## src/rtl/compare_sweep.sv

```systemverilog
// compare_sweep
//   Stimulus driver and checker for a 4-bit magnitude comparator. It walks all
//   256 {input1,input2} operand pairs in unsigned or signed mode. Each pair is
//   held for TICK_DIV cycles and then sampled for one cycle. The comparator's
//   one-hot result is checked against an internal golden compare, and
//   eq/gt/lt/error tallies are kept.
//
// Ports
//   MAX10_CLK1_50  in   system clock, rising edge
//   RST            in   synchronous active-high reset
//   start          in   one-cycle pulse, begins a sweep from IDLE or DONE
//   mode           in   0 = unsigned, 1 = signed compare (latched on start)
//   result         in   comparator result: 100 eq, 010 A>B, 001 A<B
//   input1/input2  out  operands A/B driven to the comparator
//   scomp          out  comparator mode {1'b1, latched mode}
//   busy           out  sweep in progress
//   done           out  sweep finished, held until start or RST
//   eq/gt/lt_cnt   out  pairs the comparator reported equal / greater / less
//   err_cnt        out  pairs whose result disagreed with the golden compare
//   first_err      out  {input1,input2} of the first failing pair
module compare_sweep #(
  parameter int TICK_DIV = 25_000_000
) (
  input  logic       MAX10_CLK1_50,
  input  logic       RST,
  input  logic       start,
  input  logic       mode,
  input  logic [2:0] result,
  output logic [3:0] input1,
  output logic [3:0] input2,
  output logic [1:0] scomp,
  output logic       busy,
  output logic       done,
  output logic [8:0] eq_cnt,
  output logic [8:0] gt_cnt,
  output logic [8:0] lt_cnt,
  output logic [8:0] err_cnt,
  output logic [7:0] first_err
);

  localparam int CNT_W = (TICK_DIV > 1) ? $clog2(TICK_DIV) : 1;
  localparam logic [CNT_W-1:0] SETTLE_RELOAD = CNT_W'(TICK_DIV - 1);

  typedef enum logic [1:0] {S_IDLE, S_SETTLE, S_CHECK, S_DONE} state_t;

  state_t           r_state;
  state_t           w_next;
  logic             r_mode;
  logic [7:0]       r_pair;
  logic [CNT_W-1:0] r_settle;
  logic [8:0]       r_eq;
  logic [8:0]       r_gt;
  logic [8:0]       r_lt;
  logic [8:0]       r_err;
  logic [7:0]       r_first_err;

  logic             w_launch;
  logic             w_last;
  logic [2:0]       w_golden;
  logic             w_mismatch;

  // Golden compare. The operands are widened to 5 bits so that a single signed
  // comparison handles both modes: zero-extend for unsigned, sign-extend for signed.
  function automatic logic [2:0] golden_cmp(input logic [3:0] a,
                                            input logic [3:0] b,
                                            input logic       is_signed);
    logic signed [4:0] sa;
    logic signed [4:0] sb;
    sa = is_signed ? {a[3], a} : {1'b0, a};
    sb = is_signed ? {b[3], b} : {1'b0, b};
    if (sa == sb)     return 3'b100;
    else if (sa > sb) return 3'b010;
    else              return 3'b001;
  endfunction

  assign w_launch   = start && ((r_state == S_IDLE) || (r_state == S_DONE));
  assign w_last     = (r_pair == 8'hFF);
  assign w_golden   = golden_cmp(r_pair[7:4], r_pair[3:0], r_mode);
  assign w_mismatch = (result != w_golden);

  always_ff @(posedge MAX10_CLK1_50) begin
    if (RST) r_state <= S_IDLE;
    else     r_state <= w_next;
  end

  always_comb begin
    w_next = r_state;
    case (r_state)
      S_IDLE, S_DONE: if (start)            w_next = S_SETTLE;
      S_SETTLE:       if (r_settle == '0)   w_next = S_CHECK;
      S_CHECK:        w_next = w_last ? S_DONE : S_SETTLE;
      default:        w_next = S_IDLE;
    endcase
  end

  always_ff @(posedge MAX10_CLK1_50) begin
    if (RST) begin
      r_mode      <= 1'b0;
      r_pair      <= 8'h00;
      r_settle    <= '0;
      r_eq        <= 9'd0;
      r_gt        <= 9'd0;
      r_lt        <= 9'd0;
      r_err       <= 9'd0;
      r_first_err <= 8'h00;
    end else if (w_launch) begin
      r_mode      <= mode;
      r_pair      <= 8'h00;
      r_settle    <= SETTLE_RELOAD;
      r_eq        <= 9'd0;
      r_gt        <= 9'd0;
      r_lt        <= 9'd0;
      r_err       <= 9'd0;
      r_first_err <= 8'h00;
    end else if (r_state == S_SETTLE) begin
      if (r_settle != '0) r_settle <= r_settle - 1'b1;
    end else if (r_state == S_CHECK) begin
      case (result)
        3'b100:  r_eq <= r_eq + 9'd1;
        3'b010:  r_gt <= r_gt + 9'd1;
        3'b001:  r_lt <= r_lt + 9'd1;
        default: ;
      endcase
      if (w_mismatch) begin
        r_err <= r_err + 9'd1;
        if (r_err == 9'd0) r_first_err <= r_pair;
      end
      // A single 8-bit increment steps input2 and carries into input1 on F->0.
      if (!w_last) begin
        r_pair   <= r_pair + 8'd1;
        r_settle <= SETTLE_RELOAD;
      end
    end
  end

  assign input1    = r_pair[7:4];
  assign input2    = r_pair[3:0];
  assign scomp     = {1'b1, r_mode};
  assign busy      = (r_state == S_SETTLE) || (r_state == S_CHECK);
  assign done      = (r_state == S_DONE);
  assign eq_cnt    = r_eq;
  assign gt_cnt    = r_gt;
  assign lt_cnt    = r_lt;
  assign err_cnt   = r_err;
  assign first_err = r_first_err;

endmodule

```

## config.mk

```make
export PLATFORM = sky130hd
export DESIGN_NAME = compare_sweep
export DESIGN_NICKNAME = d
export VERILOG_FILES = /design/src/rtl/compare_sweep.sv
export SDC_FILE = /design/constraint.sdc
export NUM_CORES = 1
export LEC_CHECK = 0
export CAP_MARGIN = 20
export CORE_MARGIN = 1.5
export CORE_UTILIZATION = 55
export DETAILED_ROUTE_END_ITERATION = 6
export MAX_ROUTING_LAYER = met4
export PLACE_DENSITY = 0.87
export SLEW_MARGIN = 20
export SYNTH_ARGS = -nofsm -noshare
export SYNTH_HDL_FRONTEND = slang
export SYNTH_SLANG_ARGS = --single-unit
```

## constraint.sdc

```tcl
create_clock -name MAX10_CLK1_50 -period 4.4 [get_ports MAX10_CLK1_50]
set_input_delay 0.88 -clock MAX10_CLK1_50 [delete_from_list [all_inputs] [get_ports MAX10_CLK1_50]]
set_output_delay 0.88 -clock MAX10_CLK1_50 [all_outputs]
set_load 0.01 [all_outputs]
```

# [After elaboration in Yosys (flattened, before gate mapping)]
# Cells that the tools add are included.
[word_totals] out_inout_bits=56 in_bits=7 ff_bits=80 elab_cells=67
[classes] add_sub_neg=6 bitwise_logic=2 n_mux=13 n_eq_ne=15 magnitude_cmp=1 n_reduce_logical=20
[op_table] operator="$mux W25" n=5
[op_table] operator="$add A9 B1 Y9 const B" n=4
[op_table] operator="$logic_not A25 Y1" n=1
[op_table] operator="$reduce_bool A25 Y1" n=1
[op_table] operator="$sub A25 B1 Y25 const B" n=1
[op_table] operator="$reduce_and A3 Y1" n=7
[op_table] operator="$mux W5" n=2
[op_table] operator="$logic_not A9 Y1" n=1
[op_table] operator="$add A8 B1 Y8 const B" n=1
[op_table] operator="$eq A8 B8 Y1 const B" n=1
[op_table] operator="$mux W2" n=4
[op_table] operator="$ne A3 B2 Y1 const B" n=2
[op_table] operator="$pmux W2 S3" n=1
[op_table] operator="$eq A5 B5 Y1" n=1
[op_table] operator="$gt A5 B5 Y1" n=1
[op_table] operator="$eq A2 B2 Y1 const B" n=2
[op_table] operator="$ne A2 B1 Y1 const B" n=2
[op_table] operator="$ne A2 B2 Y1 const B" n=2
[op_table] operator="$reduce_and A4 Y1" n=1
[op_table] operator="$reduce_or A2 Y1" n=2
[op_table] operator="$eq A3 B1 Y1 const B" n=1
[op_table] operator="$eq A3 B2 Y1 const B" n=1
[op_table] operator="$eq A3 B3 Y1 const B" n=1
[op_table] operator="$mux W3" n=1
[op_table] operator="9 further kinds" n=11

# [Logic depth before layout (Yosys ltp)]
# Gate-level depths: netlist of the first run.
[logic_depth] word_depth=6 depth_mapped=10 ltp_nobuf=8

# [Worst setup path before layout of the first run]
# Ideal clock, no wire load.
[synth_path] kind="input-to-reg" from="input port result[1]" to="register r_err[1], in the netlist err_cnt[1]" setup_slack_ns=2.024 t_required_ns=4.268 path_buffers=1 stages=6 setup_time_ns=0.132 arrival_ns=2.244 path_cell_list="nand2b_1 -> or3_1 -> a311oi_4 -> clkbuf_2 -> nand3b_1 -> a21oi_1"
[synth_between] elab_chain_cells=2
[synth_rtl] item="from (decl)" line="28" rtl="input logic [2:0] result,"
[synth_rtl] item="$ne A3 B3 Y1" line="79" rtl="assign w_mismatch = (result != w_golden);"
[synth_rtl] item="$reduce_and A3 Y1 (no line)"
[synth_rtl] item="to (signal assigned)" line="125" rtl="r_err <= r_err + 9'd1;"
[synth_rtl] item="to (decl)" line="54" rtl="logic [8:0] r_err;"
# Every way passes these cells.
# A chain may end at the register's enable or synchronous reset.

# [Final worst setup path of the first run]
[layout_path] from="input port result[1]" to="register r_first_err[1], in the netlist first_err[1]"
[layout_between] elab_chain_cells=2
[layout_rtl] item="$ne A3 B3 Y1" line="79"
[layout_rtl] item="$reduce_and A4 Y1 (no line)"
[layout_rtl] item="to (signal assigned)" line="126" rtl="if (r_err == 9'd0) r_first_err <= r_pair;"
[layout_rtl] item="to (decl)" line="55" rtl="logic [7:0] r_first_err;"
# Every way passes these cells.

==> impl_summary.md, run 1 <==
Timing
The relative max-transition margin is 0.3958. Setup slack closes at between 1.5 and 2 ns. The final total negative setup slack is 0 ns. The number of max-slew violations in the final report was 0. The final critical-path share of the clock period is 0.6503. On the final layout, the worst clock skew is 0.01408 ns. Setup repair after global routing left no endpoint under its margin.

The maximum operating frequency is ~350 MHz. Setup violations remaining at the end of the flow were counted as 0. The actual slew at the worst max-slew pin is just over 0.9 ns. The minimum clock period is between 2 and 3 ns. The final number of hold-violating endpoints came to 0.

Global routing
The number of antenna violations at the first check in global routing is 0. The global-route usage over all layers is 0.2514. The total overflow left after global routing is 0. The largest net degree at the start of global routing is 26.

The first-pass GRT wire length is ~15 mm. The number of global-route vias before repair is roughly 3,300.

Clocking
In this run the post-CTS setup repair buffer count came out at 0. The TritonCTS buffer count is 9. The H-tree depth is 3.

The total clock sinks is 80. The clock tree from TritonCTS is yes. The CTS root buffer is sky130_fd_sc_hd__clkbuf_8. The post-cts sizing count is 0. For the worst-skew pair, the clock arrives at the later sink with an insertion delay of around 0.36 ns. The total of hold buffers inserted after clock tree synthesis is 0. Counting along the longest clock path gives a buffer depth of 2. The clock transition at the register clock pins on the worst setup and hold paths after CTS is about 0.07 ns.

Placed design
The number of I/O port buffers is a little over 60. The final HPWL from detailed placement is approximately 6.4 mm. At the end of routability-driven placement, the weighted congestion stood at between 0.8 and 0.9. Prior to clock tree synthesis, the placed netlist has a worst setup slack of 1.172 ns.

Die
The number of placed I/O pins is 63. The initial utilization of the core area, before any placement, comes to 0.5786. The die span in y is between 80 and 90 um. The die covers a little under 0.008 mm^2. The width of the die is approximately 88 um. The site row count is 30. The area of the core region is between 0.006 and 0.007 mm^2.

Synth
Yosys mapped the design onto 52 distinct sky130hd cell types. The synthesized design contains 80 register bits. The net count after synthesis is 491.

The share of synthesized registers carrying an async set or reset is 0. sky130_fd_sc_hd__dfxtp_1 is the most common cell in the netlist. Counting flops with a built-in enable in the synthesized netlist gives 0. By area the synthesized netlist is led by sky130_fd_sc_hd__dfxtp_1, sky130_fd_sc_hd__nor2_1, sky130_fd_sc_hd__ha_1. The synthesized netlist cell count is 468.

The most common flop cell mapped by yosys is sky130_fd_sc_hd__dfxtp_1. The sequential-to-total area share from yosys stat is 0.4008. The average size of a mapped cell is approximately 8.5 um^2.

By count the netlist is led by sky130_fd_sc_hd__dfxtp_1, sky130_fd_sc_hd__nor2_1, sky130_fd_sc_hd__nand2_1, sky130_fd_sc_hd__a21oi_1. The top cell type's share of synthesized area is 0.4008. The cell area after synthesis is around 0.004 mm^2. The cell type with the highest aggregate area in the netlist is sky130_fd_sc_hd__dfxtp_1. During synthesis, Yosys emitted a total of 0 warnings.

Routing
The average vias per placed instance is 5.675. The routed design has between 9 and 10 mm of wire. The detailed router placed ~3,500 vias in this run. The detailed router used layers up to and including met4. The residual DRC count is 0. The routed design uses approximately 360 um of met3 wire. The detail route stage leaves a number of antenna-violating nets equal to 0. The length of routed met2 wiring is about 4.7 mm. The number of optimization iterations in the first detailed-route pass is 4. The detailed router put a total of 3.904 mm of wire on met1. The average detailed-routed wire length per instance is ~15 um.

For this block, the initial DRC count from the detailed router was approximately 160.

Critical path
Tracing the worst setup path back leads to its startpoint at result[1]. The startpoint kind of the worst setup timing path is a primary input. The setup path with the least slack is of type primary input to flop. The required time of the critical path is approximately 4.6 ns. The signal on the critical path passes through clkdlybuf4s50_1 > nand2b_1 > and4_1 > a311o_1 > a311oi_4 > nor3_2 > mux2i_1. The endpoint kind of the worst setup timing path is a flop. The largest stage delay on the critical path is ~0.57 ns.

The highest fanout seen on the critical path is 19. In this run the critical register-to-register path is launched from r_pair[2]. Data on the critical path arrives at its endpoint at slightly above 3 ns. The cell at the slowest stage of the critical path is sky130_fd_sc_hd__a311oi_4.

Cells and area
The number of nets in the finished design is between 500 and 600. The count of inserted antenna diode cells is 0. After filler insertion, the fill cell instance count of the layout stands at 567. For this run, the share of the core covered by cells in the final layout is 0.7069. Compared with the post-synthesis result, the final layout area differs by 22.17%. In the final layout, the share of cells above drive strength 1 is 0.06427.

Min path
The class of the tightest hold or removal check is flop to flop. In this run the most critical hold path is launched from first_err[5].

Power and ir drop
In this run the power density over the cells is approximately 330 mW/mm^2. The worst IR drop on VDD is a little over 0.0002 V. For this design the static power due to leakage is 1.658 nW.

Status
The flow ran to the end, and the final reports show no timing, DRC or antenna violations.

Job
The number of max-capacitance violations reported is 0.
## kinds of logic (layout without fill, tap and decap cells)
kind of cell	Yosys count	in the layout	share of synthesized area
buf+inv	35	96	0.03694
mux	11	11	0.02755
compound gates	85	85	0.1428
other cells	1	1	0.0009384
xor+xnor	35	35	0.07671
simple gates	205	205	0.2642
fa+ha+maj	16	16	0.05009
flops	80	80	0.4008
## layout by cell type (no fill, tap or decap), types with 9 or more instances in the layout
master / n
sky130_fd_sc_hd__clkdlybuf4s50_1: 61
sky130_fd_sc_hd__or3_1: 16
sky130_fd_sc_hd__nand2_1: 48
sky130_fd_sc_hd__dfxtp_1: 80
sky130_fd_sc_hd__nand2b_1: 10
sky130_fd_sc_hd__a21oi_1: 37
sky130_fd_sc_hd__nor2_1: 54
sky130_fd_sc_hd__a311oi_1: 10
sky130_fd_sc_hd__o21ai_0: 18
sky130_fd_sc_hd__ha_1: 16
sky130_fd_sc_hd__xnor2_1: 17
sky130_fd_sc_hd__clkbuf_8: 9
sky130_fd_sc_hd__inv_1: 16
sky130_fd_sc_hd__nor3_1: 16
sky130_fd_sc_hd__xor2_1: 18
sky130_fd_sc_hd__mux2i_1: 11
sky130_fd_sc_hd__nand4_1: 18
## cell type report
class,count,area [um^2],share of cell area
Clock inverter,6,92.59,0.01896
Sequential cell,80,1602,0.3280
Clock buffer,10,127.6,0.02614
Inverter,16,60.06,0.01230
Tap cell,96,120.1,0.02460
Multi-Input combinational cell,353,2247,0.4603
Timing Repair Buffer,64,633.1,0.1297
## worst max-delay path: cells and delay by family
family,cells,cell delay (ns)
AO/OA/AOI/OAI,2,0.88
buffers and inverters,1,0.44
multiplexers,1,0.18
AND/OR/NAND/NOR,3,0.69
## per-stage QoR
step | total power [mW] | hold slack (ns) | area [um^2] | std cells
global route | 1.699 | 0.4849 | 4882 | 625
detailed placement | 1.037 | 0.4517 | 4662 | 609
floorplan | 0.9834 | 0.4497 | 3996 | 468
CTS | 1.628 | 0.4715 | 4882 | 625
global placement | 1.024 | 0.4471 | 4662 | 609
finish | 1.625 | 0.4661 | 4882 | 625
## state kept, by name, summed over array words and instances (netlist names)
name       count
first_err      8
r_settle      25
eq_cnt         9
lt_cnt         9
err_cnt        9
r_state        2
r_mode         1
gt_cnt         9
r_pair         8
## metal layers
layer  global-route usage  up-vias
met5                    -        -
met2               0.4407       76
met1               0.2835     1690
met3              0.05784       13
li1                     -     1768
met4              0.08097        0
## path summary, 6_finish.rpt
kind,depth (start not counted),end,slack [ns]
setup reg to reg,8,first_err[1],1.64
hold reg to reg,2,first_err[5],0.47
hold / removal,2,first_err[5],0.47
setup / recovery,7,first_err[1],1.54
## report_power, final
part | internal [mW] | switching (mW) | leakage (nW)
clock | 0.322 | 0.277 | 0.103
combinational | 0.0878 | 0.146 | 0.904
sequential | 0.754 | 0.0377 | 0.650
(Power assumes the default switching activity.)
==> run 2: changes to the inputs <==
Settings changed: CORE_UTILIZATION 55 to 54, PLACE_DENSITY 0.87 to 0.86.
Clock period 4.4 ns to 2.8 ns, I/O delays scaled along.
==> impl_summary.md, run 2 (synthesis results as in run 1) <==
Status
The flow ran to the end, and the final reports show no timing, DRC or antenna violations.

Power and ir drop
The static leakage power came to 1.742 nW (+5.1%). The total power density per cell area is 522.4 mW/mm^2 (+57%). The worst IR drop on VDD came to 0.0003291 V (+61%).

Routing
The total vias in the final route is 3,561 (+0.39%). The average vias per placed instance is 5.564 (-2.0%). The routed wire length is 8.968 mm (-1.4%). The initial detailed-routing violation count is 151 (-5.0%). The number of optimization iterations in the first detailed-route pass is 4 (unchanged). The number of nets still failing antenna checks after routing is 0 (unchanged). The residual DRC count is 0 (unchanged). The average detailed-routed wire length per instance was 14.01 um (-3.7%).

Global routing
The number of antenna violations at the first check in global routing is 0 (unchanged). The global-route usage over all layers is 0.2419 (-0.009537). The largest net degree at the start of global routing is 28 (+7.7%). The number of global-route vias before repair is 3,333 (-0.24%). The residual overflow from global routing is 0 (unchanged).

The first-pass GRT wire length was 14.75 mm (-1.5%).

Timing
The maximum operating frequency is slightly below 400 MHz. The final number of hold-violating endpoints was 0 (unchanged). The final critical-path share of the clock period is 0.9264. The routed design could run at a clock period as short as 2.594 ns. The number of max-slew violations in the final report is 0 (unchanged). The worst-case hold slack is 0.4660 ns (-0.0001330 ns).

Setup repair after global routing left no endpoint under its margin. The final total negative setup slack is 0 ns (unchanged). The actual slew at the worst max-slew pin is 0.7867 ns (-0.1196 ns). The setup violation total in the final timing report was 0 (unchanged). The relative max-transition margin was 0.4727 (+0.07685). The clock skew after layout is 0.008003 ns (-0.006073 ns).

Critical path
The startpoint of the most critical register-to-register path is r_pair[2]. The data arrival time of the worst path was 2.85 ns (-0.22 ns). The largest stage delay on the critical path is 0.69 ns (+0.12 ns). The startpoint kind of the worst setup timing path is a flop. The worst flop-to-flop path endpoint is first_err[2].

The cell at the slowest stage of the critical path is sky130_fd_sc_hd__nor3_2. Traced cell by cell, the critical path runs through inv_1 > ha_1 > nand4_1 > a21oi_1 > a311o_1 > a311oi_4 > nor3_2 > mux2i_1. The worst setup path is of the flop to flop kind. The setup slack of the worst register-to-register path is 0.21 ns (-1.43 ns). The highest fanout seen on the critical path is 8 (-11). The worst-case reg-to-reg path depth is 8 (unchanged). The required time of the critical path is 3.06 ns (-1.55 ns). The worst setup path is captured at a flop.

Min path
The worst hold path begins at first_err[1]. The hold path depth is 2 (unchanged). The hold path endpoint is first_err[1]. The class of the tightest hold or removal check is flop to flop.

Placed design
The final HPWL from detailed placement is 6.551 mm (+3.0%). The final estimated routing congestion in global placement is 0.8033 (-1.7%). The number of I/O port buffers is 61 (unchanged).

Die
The die span in y is 89.03 um (+0.89%). The number of placed I/O pins was 63 (unchanged). The die area was 0.007925 mm^2 (+1.8%). The initial core utilization is 0.5539 (-0.02469).

The width of the die came to 89.03 um (+0.89%). The site row count is 31 (+3.3%). The area of the core region is 0.007214 mm^2 (+4.5%).

Clocking
The insertion delay to the later sink of the worst-skew pair was 0.34 ns (-0.02 ns). The post-cts sizing count is 0 (unchanged). The TritonCTS buffer count was 9 (unchanged).

TritonCTS built the clock tree. The clock transition at the register clock pins on the worst setup and hold paths after CTS is 0.08 ns (about the same). The H-tree depth is 3 (unchanged). The post-CTS setup repair buffer count is 0 (unchanged). The total of hold buffers inserted after clock tree synthesis is 0 (unchanged). The CTS root buffer is sky130_fd_sc_hd__clkbuf_8.

The maximum clock path buffer count is 2 (unchanged). The total clock sinks came to 80 (unchanged).

Job
The number of max-capacitance violations reported is 0 (unchanged).

Cells and area
The register with the most flip-flops in the final layout is r_settle. In the layout the commonest cells are sky130_fd_sc_hd__dfxtp_1, sky130_fd_sc_hd__clkdlybuf4s50_1, sky130_fd_sc_hd__nor2_1. The fraction of final layout cells sized beyond drive strength 1 came to 0.08688 (+0.02260). The count of inserted antenna diode cells came to 0 (unchanged). The number of nets in the finished design is 560 (+2.4%). The library cell used most frequently in the layout, excluding fill and tap cells, is sky130_fd_sc_hd__dfxtp_1. The number of flip-flops in the largest register is 25 (unchanged).

The final design utilization is 0.6925 (-0.01438). The synthesis-to-finish area growth is 25.02%.
-- run 2: cell types whose count changed in the layout (fill, tap and decap cells not counted), sizes merged --
| cell | before | now |
|---|---|---|
| buf | 3 | 16 |
| bufinv | 2 | 3 |
| clkbuf | 10 | 9 |
| clkinv | 1 | 3 |
| clkinvlp | 2 | 0 |
| inv | 17 | 16 |
-- run 2: critical path, delay by kind of cell (launching register included) --
family                     cells  cell delay, ns
buffers and inverters          1            0.11
adders and majority gates      1            0.30
muxes                          1            0.31
AOI/OAI and AO/OA              3            0.58
DFF                            1            0.45
and+or+nand+nor                2            0.77
-- run 2: cell type report --
class                   instances  area, um^2
clock buffers                   9       123.9
clock inverters                 6       108.9
fillers                       573        2218
inverters                      16       60.06
multi-input cells             353        2247
flip-flops and latches         80        1602
well taps                      99       123.9
repair buffers                 77       730.7
-- run 2: per-stage QoR --
stage | cell area (um^2) | worst slack [ns] | total power, mW | cells
floorplan | 3996 | 0.5069 | 1.545 | 468
global placement | 4763 | 0.1838 | 1.618 | 625
detailed placement | 4763 | 0.04063 | 1.636 | 625
CTS | 4996 | 0.2069 | 2.614 | 640
global route | 4996 | 0.006115 | 2.729 | 640
finish | 4996 | 0.2061 | 2.610 | 640
-- run 2: worst max path at each step --
stage	slack, ns	cells after the start	end	startpoint
2_1_floorplan	0.51	9	err_cnt[1]	r_pair[2]
3_3_place_gp	0.18	7	first_err[0]	result[1]
3_5_place_dp	0.04	7	first_err[2]	result[1]
4_1_cts	0.21	8	first_err[2]	r_pair[2]
5_1_grt	0.006	8	first_err[2]	r_pair[2]
6_report	0.21	8	first_err[2]	r_pair[2]
-- run 2: per-layer routing --
layer,up-vias,wire [um],global-route usage
met1,1702,3952,0.2787
li1,1791,-,-
met4,0,53,0.05874
met2,61,4651,0.4284
met3,7,311,0.05355
met5,-,0,-
-- run 2: where the power goes --
part / total [mW] / switching, mW / leakage [nW] / internal [mW]
registers: 1.24 / 0.0586 / 0.650 / 1.19
logic: 0.370 / 0.225 / 0.973 / 0.145
clock network: 0.996 / 0.410 / 0.119 / 0.586
